--- config.mk ---
export PLATFORM = sky130hd
export DESIGN_NAME = izh_neuron_scheduler
export DESIGN_NICKNAME = d
export VERILOG_FILES = /design/src/rtl/izh_neuron_scheduler.sv
export SDC_FILE = /design/constraint.sdc
export NUM_CORES = 1
export LEC_CHECK = 0
export ABC_AREA = 1
export ABC_CLOCK_PERIOD_IN_PS = 14600
export BUFFER_PORTS_ARGS = -buffer_cell sky130_fd_sc_hd__buf_2
export CAP_MARGIN = 20
export CORE_MARGIN = 2
export CORE_UTILIZATION = 35
export DETAILED_ROUTE_END_ITERATION = 8
export PLACE_DENSITY = 0.6
export SETUP_SLACK_MARGIN = 0.15
export SLEW_MARGIN = 20
export SYNTH_ARGS = -nofsm -noshare
export SYNTH_HDL_FRONTEND = slang
export SYNTH_SLANG_ARGS = --single-unit
--- constraint.sdc ---
create_clock -name CLOCK_50 -period 14.6 [get_ports CLOCK_50]
set_clock_uncertainty 0.15 [all_clocks]
set_input_delay 1.46 -clock CLOCK_50 [delete_from_list [all_inputs] [get_ports CLOCK_50]]
set_output_delay 1.46 -clock CLOCK_50 [all_outputs]
set_load 0.1 [all_outputs]
--- src/rtl/izh_neuron_scheduler.sv ---
// Time-multiplexes one Izhikevich update core over N_NEURONS v/u states, one sweep per tick.
// Tick to sweep_done is N_NEURONS*(L+2)+1 cycles; stalls on core_done, and ticks arriving mid-sweep are dropped and flagged.
module izh_neuron_scheduler #(
    parameter int                     N_NEURONS = 8,
    parameter int                     IDX_W     = 3,
    parameter int                     DW        = 18,
    parameter int                     TICK_DIV  = 4096,
    parameter logic signed [DW-1:0]   V_RST     = -18'sd42598,
    parameter logic signed [DW-1:0]   U_RST     = 18'sd13107
) (
    input  logic                   CLOCK_50,
    input  logic                   reset,
    input  logic                   enable,
    output logic [IDX_W-1:0]       cur_idx,
    input  logic signed [DW-1:0]   I_in,
    output logic                   core_start,
    output logic signed [DW-1:0]   core_v,
    output logic signed [DW-1:0]   core_u,
    output logic signed [DW-1:0]   core_I,
    input  logic                   core_done,
    input  logic signed [DW-1:0]   core_vnew,
    input  logic signed [DW-1:0]   core_unew,
    input  logic                   core_spike,
    output logic [N_NEURONS-1:0]   spike_vec,
    output logic                   sweep_done,
    output logic                   busy,
    output logic                   overrun
);

    localparam int                 CNT_W     = (TICK_DIV > 1) ? $clog2(TICK_DIV) : 1;
    localparam logic [CNT_W-1:0]   TICK_LAST = CNT_W'(TICK_DIV - 1);
    localparam logic [IDX_W-1:0]   IDX_LAST  = IDX_W'(N_NEURONS - 1);

    typedef enum logic [2:0] {
        S_IDLE,
        S_ISSUE,
        S_WAIT,
        S_WRITE,
        S_DONE
    } state_t;

    state_t                 state;
    state_t                 state_nxt;
    logic [CNT_W-1:0]       tick_cnt;
    logic                   tick;
    logic signed [DW-1:0]   v_mem [N_NEURONS];
    logic signed [DW-1:0]   u_mem [N_NEURONS];
    logic signed [DW-1:0]   vnew_q;
    logic signed [DW-1:0]   unew_q;
    logic                   spike_q;
    logic [N_NEURONS-1:0]   acc;

    assign tick = (tick_cnt == TICK_LAST);

    always_ff @(posedge CLOCK_50 or posedge reset) begin
        if (reset) begin
            tick_cnt <= '0;
        end else begin
            tick_cnt <= tick ? '0 : tick_cnt + 1'b1;
        end
    end

    always_ff @(posedge CLOCK_50 or posedge reset) begin
        if (reset) begin
            state <= S_IDLE;
        end else begin
            state <= state_nxt;
        end
    end

    always_comb begin
        state_nxt  = state;
        core_start = 1'b0;
        sweep_done = 1'b0;
        busy       = 1'b1;
        case (state)
            S_IDLE: begin
                busy = 1'b0;
                if (tick && enable) begin
                    state_nxt = S_ISSUE;
                end
            end
            S_ISSUE: begin
                core_start = 1'b1;
                state_nxt  = S_WAIT;
            end
            S_WAIT: begin
                if (core_done) begin
                    state_nxt = S_WRITE;
                end
            end
            S_WRITE: begin
                state_nxt = (cur_idx == IDX_LAST) ? S_DONE : S_ISSUE;
            end
            S_DONE: begin
                sweep_done = 1'b1;
                state_nxt  = S_IDLE;
            end
            default: begin
                state_nxt = S_IDLE;
            end
        endcase
    end

    // core_done is only honoured in WAIT, so stray or late results never reach the state arrays
    always_ff @(posedge CLOCK_50 or posedge reset) begin
        if (reset) begin
            cur_idx   <= '0;
            core_v    <= '0;
            core_u    <= '0;
            core_I    <= '0;
            vnew_q    <= '0;
            unew_q    <= '0;
            spike_q   <= 1'b0;
            acc       <= '0;
            spike_vec <= '0;
            overrun   <= 1'b0;
            for (int i = 0; i < N_NEURONS; i++) begin
                v_mem[i] <= V_RST;
                u_mem[i] <= U_RST;
            end
        end else begin
            if (tick && busy) begin
                overrun <= 1'b1;
            end
            case (state)
                S_IDLE: begin
                    if (tick && enable) begin
                        cur_idx <= '0;
                        acc     <= '0;
                    end
                end
                S_ISSUE: begin
                    core_v <= v_mem[cur_idx];
                    core_u <= u_mem[cur_idx];
                    core_I <= I_in;
                end
                S_WAIT: begin
                    if (core_done) begin
                        vnew_q  <= core_vnew;
                        unew_q  <= core_unew;
                        spike_q <= core_spike;
                    end
                end
                S_WRITE: begin
                    v_mem[cur_idx] <= vnew_q;
                    u_mem[cur_idx] <= unew_q;
                    acc[cur_idx]   <= spike_q;
                    if (cur_idx != IDX_LAST) begin
                        cur_idx <= cur_idx + 1'b1;
                    end
                end
                S_DONE: begin
                    spike_vec <= acc;
                    cur_idx   <= '0;
                end
                default: begin
                end
            endcase
        end
    end

endmodule

==> summary.md <==
| Metric | Value |
|---|---|
| Outcome | finished, final reports clean |
| Pin count of the biggest net entering global routing | 139 |
| Nets | 2445 |
| Post-CTS setup buffer count | 0 |
| P_leak | 10.6 nW |
| Final Cycle Share | 32.5% |
| Max Cap Viol | 0 |
| Number of fill cells | 5313 |
| Final cell utilization of the core | 40.0% |
| Vias in the first global route | 14.2k |
| Post-synthesis compound-gate area fraction | 9.12% |
| Main combinational cell family by area after synthesis | simple AND/OR/NAND/NOR gates |
| Initial antenna violation count | 0 |
| Slowest cell on crit path | dfrtp_4 |
| Reg2reg setup slack | 10310 ps |
| Register area | 10500 um^2 |
| FF-to-FF End | u_mem[86] |
| Max stage delay on crit path | 1100 ps |
| Design area | 20900 um^2 |
| Synth cell types | 32 |
| Pre-antenna DRT Iters | 6 |
| Starting Density | 35.2% |
| Final TNS setup | 0 ps |
| Cells on Worst Hold Path | 2 |
| Post-Synth XOR/XNOR Area | 0.190% |
| Pwr/cell area | 207 nW/um^2 |
| H-tree depth | 2 |
| Diode count | 0 |
| Slew margin rel. | 30.6% |
| Vias per Instance | 4.79 |
| Peak VDD IR | 0.000127 V |
| IO Port Bufs | 127 |
| Critical Path AT | 3140 ps |
| Antenna Nets Post-Route | 0 |
| Routed vias | 14.9k |
| Die W | 234 um |
| Layout cells sized above 1 | 15.8% |
| Fin crit period | 4750 ps |
| Startpoint of the worst hold path | core_I[13] |
| Post-CTS Resized | 0 |
| Synth Area in Adders | 0.204% |
| Crit path max fanout | 83 |
| Synthesis-to-layout area growth | 13.5% |
| Gr usage total | 17.7% |
| Register bit total from synthesis | 414 |
| Multi-input logic area | 7040 um^2 |
| Residual DRC | 0 |
| Iteration-0 DRC Markers | 1211 |
| Reg2reg start | cur_idx[0] |
| First-pass GRT wire length | 77400 um |
| CTS root buf | clkbuf_16 |
| Synth Cell Area | 18400 um^2 |
| Worst-Skew Late Latency | 580 ps |
| Worst Tran Pin Value | 1040 ps |
| Post-Syn Area per Cell | 7.94 um^2 |
| Share of the synthesized area in the top cell type | 36.6% |
| Largest cells by area after synthesis | dfrtp_1 37%, nand2_1 26%, dfstp_2 21% |
| GP Congestion | 0.755 |
| WHS Endpoint | core_I[13] |
| Num rows | 84 |
| CP cell instances | buf_4 -> buf_2 |
| CTS max path bufs | 3 |
| Drt wl/cell | 15.3 um |
| Multiplexer share of the synthesized area | 0.0611% |
| Clock Sinks | 414 |
| Die Area | 54500 um^2 |
| Die height | 234 um |
| Syn Nets | 2385 |
| Setup-failing EPs final | 0 |
| Critical path buffers and inverters | 2 |
| CTS tree | done |
| Worst setup EP type | primary output |
| Io pins | 128 |
| Final number of hold-violating endpoints | 0 |
| Synth area leader | dfrtp_1 |
| Cell class contributing the biggest share of worst-path delay | buffers and inverters |
| CTS Buf Count | 46 |
| Clk slew on worst S/H paths | 60 ps |
| Final Max Tran Viols | 0 |
| Yosys Warn Count | 0 |
| WP data required | 12990 ps |
| Max Fclk | 0.211 GHz |
| Core Area | 52300 um^2 |
| Final WL | 47500 um |
| Dpl hpwl | 26700 um |
| Startpoint types | flip-flop |
| Grt total ovfl | 0 |
| Simple-Gate Fraction of Synth Area | 28.5% |
| Syn Inst Count | 2323 |
| HP Class | flip-flop to flip-flop |
| RSZ-0062 raised after global routing | no |
| Post-placement cell area | 19500 um^2 |
| Sequential share of the synthesized area | 57.2% |
| Kind of critical path | flip-flop to primary output |
| # hold bufs at CTS | 0 |
| R2R depth | 7 |
## flip-flops by register name, indices dropped and copies added (netlist names)
register   cells
core_v        18
vnew_q        18
spike_vec      8
core_u        18
core_I        18
state          3
overrun        1
tick_cnt      12
v_mem        144
u_mem        144
spike_q        1
cur_idx        3
unew_q        18
acc            8
## logic make-up after synthesis
logic type	after synthesis
xor gates and xnor gates	4
AOI/OAI and AO/OA	335
DFF	414
buffers and inverters	195
adders and majority gates	3
muxes	1
and+or+nand+nor	1371
## where the power goes
group	leakage, nW	internal (W)	switching, W
combinational	4.91	0.000313	0.00121
sequential	4.94	0.00150	0.000175
clock	0.715	0.000664	0.000463
## cells in the mapped netlist
library cell  instances
mux2_2                1
dfrtp_1             270
o21bai_1              1
dfstp_2             144
nor2_4                1
buf_2                45
o21ai_0             283
clkbuf_2              5
nand2_4               3
nand2_1            1268
buf_6                 9
nand3_1              26
nor2_1               59
buf_8                 1
ha_1                  3
a21oi_1              39
buf_4                 1
nand3_2               2
inv_1                57
nand4_1               1
inv_4                 1
or2_2                 1
o31ai_1               1
xor2_1                3
nand2_2               6
clkbuf_1             56
buf_1                14
o21ai_1              11
nor3_1                1
nor2_2                3
xnor2_1               1
inv_2                 6
## final cells by class
cell class / count / share of cell area, %
flip-flops and latches: 414 / 50.4
multi-input cells: 1714 / 33.7
clock buffers: 76 / 6.62
well taps: 688 / 4.11
repair buffers: 143 / 3.63
inverters: 64 / 1.21
clock inverters: 9 / 0.365
## worst min-delay path: stages (launching register included)
cell and delay, ps:
dfrtp_1 330, nand2_1 50, nand2_1 50
## cells in the final DEF, fill, tap and decap left out, types with 25 or more instances in the layout
cell type and n:
a21oi_1 39, buf_2 127, clkbuf_16 48, dfrtp_1 267
dfstp_2 144, inv_1 56, nand2_1 1268, nand3_1 25
nor2_1 59, o21ai_0 283
## per-layer routing
| metal | global-route usage, % | part of all wire [%] |
|---|---|---|
| met1 | 24.3 | 47 |
| met2 | 29.1 | 47 |
| met3 | 2.45 | 3.7 |
| met4 | 5.58 | 2.4 |
| met5 | 0 | 0 |
## metrics by stage
step | setup slack, ps | power [W] | hold WS (ps) | cells
after floorplan | 1710 | 0.00287 | 300 | 2323
after global placement | 10270 | 0.00319 | 300 | 3023
final | 9850 | 0.00433 | 317 | 3108
after CTS | 9830 | 0.00438 | 321 | 3108
after global routing | 9750 | 0.00461 | 335 | 3108
after detailed placement | 10240 | 0.00323 | 308 | 3023
## worst max-delay path by stage
stage	start	cells after the start	endpoint
2_1_floorplan	reset	1	acc[0]
3_3_place_gp	cur_idx[0]	5	v_mem[42]
3_5_place_dp	reset	4	core_I[0]
4_1_cts	cur_idx[0]	2	cur_idx[0]
5_1_grt	cur_idx[0]	2	cur_idx[0]
6_report	cur_idx[0]	2	cur_idx[0]
Note: power is estimated with default switching activity, not from simulation.
